$ cat src/rtl/output_reader.sv
// Drains the CNN output memory and streams its words over a valid/ready interface.
// Holds busy while a drain is in progress so the writer leaves the buffer alone.
module output_reader #(
    parameter  int WIDTH   = 16,
    parameter  int SIZE    = 64,
    localparam int LOGSIZE = $clog2(SIZE)
) (
    input  logic               clk,
    input  logic               reset_n,
    input  logic               start,
    input  logic [LOGSIZE:0]   count,
    output logic               busy,
    output logic               done,
    output logic [LOGSIZE-1:0] mem_rd_addr,
    output logic               mem_rd_en,
    input  logic [WIDTH-1:0]   mem_data,
    output logic [WIDTH-1:0]   out_data,
    output logic               out_valid,
    input  logic               out_ready
);

    typedef enum logic [1:0] {
        IDLE,
        READ,
        DRAIN
    } state_t;

    localparam logic [LOGSIZE:0] MAX_LEN = (LOGSIZE+1)'(SIZE);

    state_t             r_state;
    logic [LOGSIZE:0]   r_rd_ptr;
    logic [LOGSIZE:0]   r_len;
    logic [LOGSIZE:0]   r_sent;
    logic               r_busy;
    logic               r_done;
    logic               r_out_valid;
    logic [WIDTH-1:0]   r_out_data;

    logic               w_rd_en;
    logic               w_xfer;
    logic [LOGSIZE:0]   w_ptr_next;
    logic [LOGSIZE:0]   w_sent_next;
    logic [LOGSIZE:0]   w_len_sat;

    // A read may refill the output register only when it is empty or being drained this cycle.
    assign w_rd_en     = (r_state == READ) && (!r_out_valid || out_ready);
    assign w_xfer      = r_out_valid && out_ready;
    assign w_ptr_next  = r_rd_ptr + 1'b1;
    assign w_sent_next = r_sent + 1'b1;
    assign w_len_sat   = (count > MAX_LEN) ? MAX_LEN : count;

    always_ff @(posedge clk or negedge reset_n) begin
        if (!reset_n) begin
            r_state     <= IDLE;
            r_rd_ptr    <= '0;
            r_len       <= '0;
            r_sent      <= '0;
            r_busy      <= 1'b0;
            r_done      <= 1'b0;
            r_out_valid <= 1'b0;
            r_out_data  <= '0;
        end else begin
            r_done <= 1'b0;

            if (w_xfer) begin
                r_sent <= w_sent_next;
            end

            if (w_rd_en) begin
                r_out_data  <= mem_data;
                r_out_valid <= 1'b1;
                r_rd_ptr    <= w_ptr_next;
            end else if (w_xfer) begin
                r_out_valid <= 1'b0;
            end

            case (r_state)
                IDLE: begin
                    if (start) begin
                        if (count == '0) begin
                            r_done <= 1'b1;
                        end else begin
                            r_len    <= w_len_sat;
                            r_rd_ptr <= '0;
                            r_sent   <= '0;
                            r_busy   <= 1'b1;
                            r_state  <= READ;
                        end
                    end
                end
                READ: begin
                    if (w_rd_en && (w_ptr_next == r_len)) begin
                        r_state <= DRAIN;
                    end
                end
                DRAIN: begin
                    if (w_xfer && (w_sent_next == r_len)) begin
                        r_done  <= 1'b1;
                        r_busy  <= 1'b0;
                        r_state <= IDLE;
                    end
                end
                default: r_state <= IDLE;
            endcase
        end
    end

    assign busy        = r_busy;
    assign done        = r_done;
    assign out_valid   = r_out_valid;
    assign out_data    = r_out_data;
    assign mem_rd_en   = w_rd_en;
    assign mem_rd_addr = (r_state == READ) ? r_rd_ptr[LOGSIZE-1:0] : '0;

endmodule

$ cat config.mk
export PLATFORM = sky130hd
export DESIGN_NAME = output_reader
export DESIGN_NICKNAME = d
export VERILOG_FILES = /design/src/rtl/output_reader.sv
export SDC_FILE = /design/constraint.sdc
export NUM_CORES = 1
export LEC_CHECK = 0
export BUFFER_PORTS_ARGS = -buffer_cell sky130_fd_sc_hd__buf_2
export CORE_ASPECT_RATIO = 0.9
export CORE_UTILIZATION = 50
export CTS_BUF_LIST = sky130_fd_sc_hd__clkbuf_2 sky130_fd_sc_hd__clkbuf_4 sky130_fd_sc_hd__clkbuf_8
export DETAILED_ROUTE_END_ITERATION = 12
export GPL_TIMING_DRIVEN = 0
export PLACE_DENSITY = 0.76
export SYNTH_ARGS = -nofsm -noshare
export SYNTH_HDL_FRONTEND = slang
export SYNTH_SLANG_ARGS = --single-unit
export TNS_END_PERCENT = 30
$ cat constraint.sdc
create_clock -name clk -period 2.85 [get_ports clk]
set_input_delay 0.285 -clock clk [delete_from_list [all_inputs] [get_ports clk]]
set_output_delay 0.285 -clock clk [all_outputs]
set_load 0.02 [all_outputs]
### Yosys cells after proc, flatten, opt, wreduce, memory -nomap -nowiden

Index checks and enable logic that the tools add are counted.

* register bits: 42
* input bits: 27
* output and inout bits: 26

* $add $sub $neg: 2
* magnitude comparators: 1
* equality and inequality tests: 8
* multiplexer cells: 25
* bitwise logic cells: 1
* reductions and logical operators: 13

Operators with widths (number)
* 2-to-1 mux 7 bit: 9
* adder 7 x 1 -> 7 bit, second input constant: 2
* equality test 7 bit: 2
* 2-to-1 mux 1 bit: 8
* 2-to-1 mux 2 bit: 4
* AND reduction 4 bit: 2
* greater-than comparator 7 bit, second input constant: 1
* logical NOT 7 bit: 1
* 2-to-1 mux 6 bit: 1
* inequality test 2 bit, second input constant: 3
* case mux 2 bit (3 select lines): 1
* logical AND 1 bit: 4
* case mux 1 bit (2 select lines): 2
* nonzero test 2 bit: 2
* AND reduction 3 bit: 1
* equality test 2 x 1 -> 1 bit, second input constant: 1
* equality test 2 bit, second input constant: 1
* logical NOT 2 bit: 1
* inequality test 2 x 1 -> 1 bit, second input constant: 1
* logical NOT 1 bit: 1
* logical OR 1 bit: 1
* inverter 1 bit: 1

### Longest topological paths before layout

Gate-level depths: netlist of run 1.

* word-level depth: 7
* gate-level depth with buffers: 7

### Worst setup path before layout of run 1

OpenSTA, ideal clock, no wires.

* kind: register to register
* start: reg r_sent[0]
* end: reg r_busy, in the netlist busy
* library setup time: 0.119 ns
* arrival: 1.903 ns
* setup slack: 0.829 ns
* cell stages (with the launch flop): 7
* period minus slack after synthesis: 2.021 ns
* cells stage by stage: dfrtp_1 ha_1 nand3_2 or2_4 a2111o_1 or4_1 o21a_1

* longest elaborated chain between the ends: 5

RTL lines
* start, declared: RTL line 33 `logic [LOGSIZE:0] r_sent;`
* start signal, assigned: RTL line 66 `r_sent <= w_sent_next;`
* adder 7 x 1 -> 7 bit: RTL line 49 `assign w_sent_next = r_sent + 1'b1;`
* equality test 7 bit: RTL line 97 `if (w_xfer && (w_sent_next == r_len)) begin`
* logical AND 1 bit: RTL line 97
* inequality test 2 bit (no line)
* AND reduction 4 bit (no line)
* end signal, assigned: RTL line 58 `r_busy <= 1'b0;`
* end signal, assigned: RTL line 86 `r_busy <= 1'b1;`
* end signal, assigned: RTL line 99 `r_busy <= 1'b0;`
* end, declared: RTL line 34 `logic r_busy;`

Every way passes these cells.
A chain may end at the register's enable or synchronous reset.

### Worst setup path in the final report of run 1

* start: reg r_state[1]
* end: out mem_rd_en

* longest elaborated chain between the ends: 2

RTL lines
* start, declared: RTL line 30 `state_t r_state;`
* start signal, assigned: RTL line 54 `r_state <= IDLE;`
* start signal, assigned: RTL line 87 `r_state <= READ;`
* start signal, assigned: RTL line 93 `r_state <= DRAIN;`
* equality test 2 x 1 -> 1 bit: RTL line 46 `assign w_rd_en = (r_state == READ) && (!r_out_valid || out_ready);`
* logical AND 1 bit: RTL line 46
* end, declared: RTL line 15 `output logic mem_rd_en,`

Every way passes these cells.

==> qor.yml, run 1 <==
layout:
  final_cell_count_no_fill: 337
  nFillCells: 346
  drive_gt1_share_pct: 21.6
  seq_area_sq_um: 1050
  area_delta_synth_final_pct: 19.9
  n_antenna_cell: 0
  nets: 319
  multi_input_area_sq_um: 1000
synthesis:
  synth.cell_area_sq_um: 2080
  syn-mean-instance-area_sq_um: 9.00
  synth_area_leader_cell: "dfrtp_1"
  yosysUniqueCellTypes: 32
  synth_most_common_cell: "nand2_1"
  synthCells: 231
  synth_flop_cell: "dfrtp_1"
  ys.warnings.count: 0
  synthTopCellsByCount: "nand2_1, dfrtp_1, nor2_1, xnor2_1, xor2_1"
  yosys-top-cells-area: "dfrtp_1, nand2_1, xnor2_1"
  synth_edf_count: 0
  async_flop_share_pct: 100
  synth_nets: 260
  synth_seq_cells: 42
  ys_seq_area_share_pct: 50.5
  synth.top_cell.area_share_pct: 50.5
grt:
  antenna_found_initial: 0
  use_met3_pct: 4.96
  grt_busiest_layer: "met1"
  met1_usage_pct: 31.7
  grt_pass1_wl_mm: 7.46
  grt_overflow: 0
  grt_pass1_vias: 1586
  grt_start_max_net_pins: 43
  met2_usage_pct: 31.4
  track_usage_pct: 22.0
setup_path:
  crit_type: "reg2out"
  start_kind: "flip-flop"
  arrival_ns: 2.31
  cp-end-kind: "primary output"
  critPathMaxFanout: 10
  reg2reg_depth: 6
  rr_endpoint: "busy"
  required_ns: 2.57
  r2r_start: "r_sent[0]"
  ff2ff_setup_slack_ns: 0.62
clock_tree:
  cts_resized: 0
  clkLatencyLatePin_ns: 0.30
  clk_path_buf_depth: 2
  cts_hold_buffers: 0
  root_buffer: "clkbuf_8"
  clkTransAtPathRegs_ns: 0.08
  post_cts_buffers: 0
  cts_num_sinks: 42
  cts_tree: "done"
  cts_made_buffers: 5
  cts.htree.levels: 2
sta:
  finalMaxSlewViolations: 0
  rsz0062_at_grt: "false"
  fin_crit_ns: 2.59
  setup_tns_ns: 0
  skew_ns: 0.00315
  setup_viol: 0
  max_freq_mhz: 386
  max_slew_margin_pct: 39.8
  tightest_slew_ns: 0.903
  period_share_pct: 90.9
  finalHoldViolations: 0
drt:
  drtIter0Drc: 93
  ant_nets: 0
  num_vias: 1713
  viasPerCell: 5.08
  wl_mm: 4.23
  drc_errors: 0
  drtPass1Iterations: 4
  drt-wirelength-per-cell_um: 12.5
placement:
  dp.cells: 329
  place_congestion: 0.848
  dp_hpwl_mm: 3.09
  port-buffer-count: 52
floorplan:
  core-area_sq_um: 3840
  io_pins: 53
  die_height_um: 63.2
  start_util_pct: 54.2
  rows: 21
  die_area_sq_um: 4420
  die_w_um: 70.0
hold_path:
  min_path_type: "in2async"
power_and_ir_drop:
  powerDensity_nw_per_um2: 1030
  ir_drop_mv: 0.697
  p_leak_nw: 1.30
run:
  timing.max_cap.violations: 0
status:
  status: "complete, no violations"
## logic make-up after synthesis
group / count (synthesis) / synth area share (%)
adder cells (fa/ha/maj): 2 / 1.20
XOR/XNOR: 28 / 11.8
AO/OA/AOI/OAI: 19 / 5.90
AND/OR/NAND/NOR: 133 / 29.2
buffers and inverters: 7 / 1.32
flip-flops: 42 / 50.5
## flip-flops by register name, summed over array words and instances (netlist names)
| signal | cells |
|---|---|
| r_sent | 7 |
| r_rd_ptr | 7 |
| busy | 1 |
| r_state | 2 |
| out_data | 16 |
| r_len | 7 |
| done | 1 |
| out_valid | 1 |
## routing by layer
layer	wire length, um	part of all wire [%]
met2	1900	45
met1	2090	49
met4	57	1.3
met5	0	0
met3	191	4.5
## placed cells by master, fill, tap and decap left out, types with 6 or more instances in the layout
master    Yosys  layout
nand3_1       6       6
xnor2_1      16      16
nor2_1       16      16
o21ai_0       6       6
and2_1        6       6
clkbuf_8      0       6
dfrtp_1      42      42
buf_2         1      53
xor2_1       12      12
nand3b_1      7       7
nand2b_1      6       6
nand2_1      76      76
## power by group
part	total, mW	switching (mW)	internal (mW)
Combinational	1.16	0.722	0.439
Sequential	1.01	0.194	0.812
Clock	0.400	0.205	0.195
## layout make-up
| class | instances | area share (%) |
|---|---|---|
| multi-input cells | 182 | 40.2 |
| clock inverters | 2 | 0.502 |
| plain buffers | 6 | 0.954 |
| inverters | 1 | 0.151 |
| repair buffers | 52 | 10.4 |
| well taps | 46 | 2.31 |
| clock buffers | 6 | 3.31 |
| flip-flops and latches | 42 | 42.2 |
## stage by stage
| step | utilization [%] | hold WS (ns) | total power [mW] | worst slack (ns) | cell area, sq um |
|---|---|---|---|---|---|
| global placement | 62.5 | 0.454 | 2.15 | 0.606 | 2400 |
| detailed placement | 62.5 | 0.458 | 2.18 | 0.597 | 2400 |
| global route | 65.0 | 0.165 | 2.78 | 0.0842 | 2490 |
| CTS | 65.0 | 0.136 | 2.59 | 0.233 | 2490 |
| finish | 65.0 | 0.109 | 2.57 | 0.258 | 2490 |
| floorplan | - | -0.0106 | 1.81 | 0.829 | 2080 |
## worst max-delay path, stage by stage (launching register included)
cell and delay [ns]:
dfrtp_1 0.40, nor2b_1 0.36, nand2_1 0.17, inv_1 0.18
buf_2 0.26, buf_1 0.38, buf_2 0.25
## worst max path at each step
| stage | depth (start not counted) | endpoint | slack [ns] | from |
|---|---|---|---|---|
| 6_report | 6 | mem_rd_en | 0.26 | r_state[1] |
| 2_1_floorplan | 6 | busy | 0.83 | r_sent[0] |
| 3_5_place_dp | 6 | mem_rd_en | 0.60 | r_state[0] |
| 5_1_grt | 6 | mem_rd_en | 0.08 | r_state[0] |
| 4_1_cts | 6 | mem_rd_en | 0.23 | r_state[0] |
| 3_3_place_gp | 6 | mem_rd_en | 0.61 | r_state[0] |
Power figures use the tool's default switching activity.
==> run 2: changes to the inputs <==
--- a/config.mk
+++ b/config.mk
@@ -11,6 +11,7 @@
 export CTS_BUF_LIST = sky130_fd_sc_hd__clkbuf_2 sky130_fd_sc_hd__clkbuf_4 sky130_fd_sc_hd__clkbuf_8
 export DETAILED_ROUTE_END_ITERATION = 12
 export GPL_TIMING_DRIVEN = 0
+export HOLD_SLACK_MARGIN = 0.15
 export PLACE_DENSITY = 0.76
 export SYNTH_ARGS = -nofsm -noshare
 export SYNTH_HDL_FRONTEND = slang
==> qor.yml, run 2 (synthesis gave the netlist of run 1 again) <==
setup_path:
  arrival_ns: 2.30
  r2r_start: "r_sent[0]"
  start_kind: "flip-flop"
  crit_slowest_cell: "dfrtp_1"
  rr_endpoint: "busy"
  required_ns: 2.57
  critPathMaxFanout: 10
  crit_family: "buffers and inverters"
  path_common_cell: "buf_2"
  cp_num_buf_inv: 4
  reg2reg_depth: 6
  crit_type: "reg2out"
  cp-end-kind: "primary output"
  critPathMaxStageDelay_ns: 0.40
  ff2ff_setup_slack_ns: 0.62
  crit_chain: "nor2b_1, nand2_1, inv_1, buf_2, buf_1, buf_2"
grt:
  grt_overflow: 0
  grt_start_max_net_pins: 43
  track_usage_pct: 22.0
  grt_pass1_wl_mm: 7.46
  antenna_found_initial: 0
  grt_pass1_vias: 1587
clock_tree:
  cts_tree: "done"
  cts_num_sinks: 42
  clkTransAtPathRegs_ns: 0.08
  cts_resized: 0
  clkLatencyLatePin_ns: 0.30
  cts.htree.levels: 2
  cts_made_buffers: 5
  clk_path_buf_depth: 2
  root_buffer: "clkbuf_8"
floorplan:
  die_area_sq_um: 4420
  rows: 21
  die_height_um: 63.2
  core-area_sq_um: 3840
  io_pins: 53
  start_util_pct: 54.2
  die_w_um: 70.0
layout:
  largest_reg_flops: 16
  multi_input_area_sq_um: 1000
  nets: 320
  n_antenna_cell: 0
  nFillCells: 347
  layout_commonest_cell: "nand2_1"
  finalInstanceArea_sq_um: 2500
  seq_area_sq_um: 1050
  drive_gt1_share_pct: 21.6
  area_delta_synth_final_pct: 20.3
  mostFrequentLayoutCells: "nand2_1, buf_2, dfrtp_1"
drt:
  ant_nets: 0
  drt-wirelength-per-cell_um: 12.6
  viasPerCell: 5.09
  wl_mm: 4.25
  drtIter0Drc: 126
  drtPass1Iterations: 4
  drc_errors: 0
  num_vias: 1721
sta:
  skew_ns: 0.00300
  fin_ws_ns: 0.261
  fin_crit_ns: 2.59
  tightest_slew_ns: 0.906
  finalMaxSlewViolations: 0
  setup_viol: 0
  finalHoldViolations: 0
  max_freq_mhz: 386
  rsz0062_at_grt: "false"
  setup_tns_ns: 0
  max_slew_margin_pct: 39.6
  period_share_pct: 90.9
power_and_ir_drop:
  p_clk_share_pct: 15.6
  combPwrFrac_pct: 45.3
  p_leak_nw: 1.30
  swShare_pct: 43.7
  ir_drop_mv: 0.697
  seqPwrFrac_pct: 39.2
  internal-power_mw: 1.45
  p_switching_mw: 1.12
  powerDensity_nw_per_um2: 1030
  report.power.total_mw: 2.57
placement:
  port-buffer-count: 52
  place_congestion: 0.848
  dp_hpwl_mm: 3.09
  dpl-instance-area_sq_um: 2400
  dp_worst_setup_slack_ns: 0.597
hold_path:
  min_path_type: "in2reg"
  hold_path_depth: 3
  hold_end: "out_data[7]"
  hold_path.startpoint: "mem_data[7]"
run:
  timing.max_cap.violations: 0
status:
  status: "complete, no violations"
run 2: per-layer routing:
metal / routed length (um) / track usage (%)
met2: 1900 / 31.4
met5: 0 / 0
met1: 2130 / 31.7
met4: 57 / 10.3
met3: 159 / 4.96
run 2: timing repair:
| action | CTS | global route |
|---|---|---|
| buffers inserted | 0 | 0 |
| hold buffers | 1 | 0 |
| hold endpoints to repair | 42 | 0 |
run 2: power by group through the flow:
stage	registers [mW]	clock network [mW]	logic [mW]
floorplan	1.12	0	0.689
global placement	1.01	0	1.14
detailed placement	1.01	0	1.16
CTS	1.01	0.415	1.17
global route	1.04	0.441	1.30
finish	1.01	0.400	1.16
run 2: worst max-delay path by stage:
stage	startpoint	endpoint	slack [ns]	cells past startpoint
finish	r_state[1]	mem_rd_en	0.26	6
global route	r_state[0]	mem_rd_en	0.08	6
CTS	r_state[0]	mem_rd_en	0.23	6
detailed placement	r_state[0]	mem_rd_en	0.60	6
global placement	r_state[0]	mem_rd_en	0.61	6
floorplan	r_sent[0]	busy	0.83	6
run 2: layout make-up:
type	count	share of cell area (%)
buffer	6	0.950
clock buffer	6	3.30
clock inverter	2	0.500
inverter	1	0.150
multi-input combinational	182	40.0
sequential	42	42.0
tap	46	2.30
timing repair buffer	53	10.8
run 2: per-stage QoR:
step | utilization, % | cells | hold slack (ns)
after global placement | 62.5 | 329 | 0.454
after floorplan | - | 231 | -0.0106
after global routing | 65.2 | 338 | 0.165
after CTS | 65.2 | 338 | 0.160
after detailed placement | 62.5 | 329 | 0.458
final | 65.2 | 338 | 0.170
run 2: tightest hold or removal path: stages:
cell and delay, ns:
buf_2 0.07, nand2_1 0.04, nand2_1 0.04
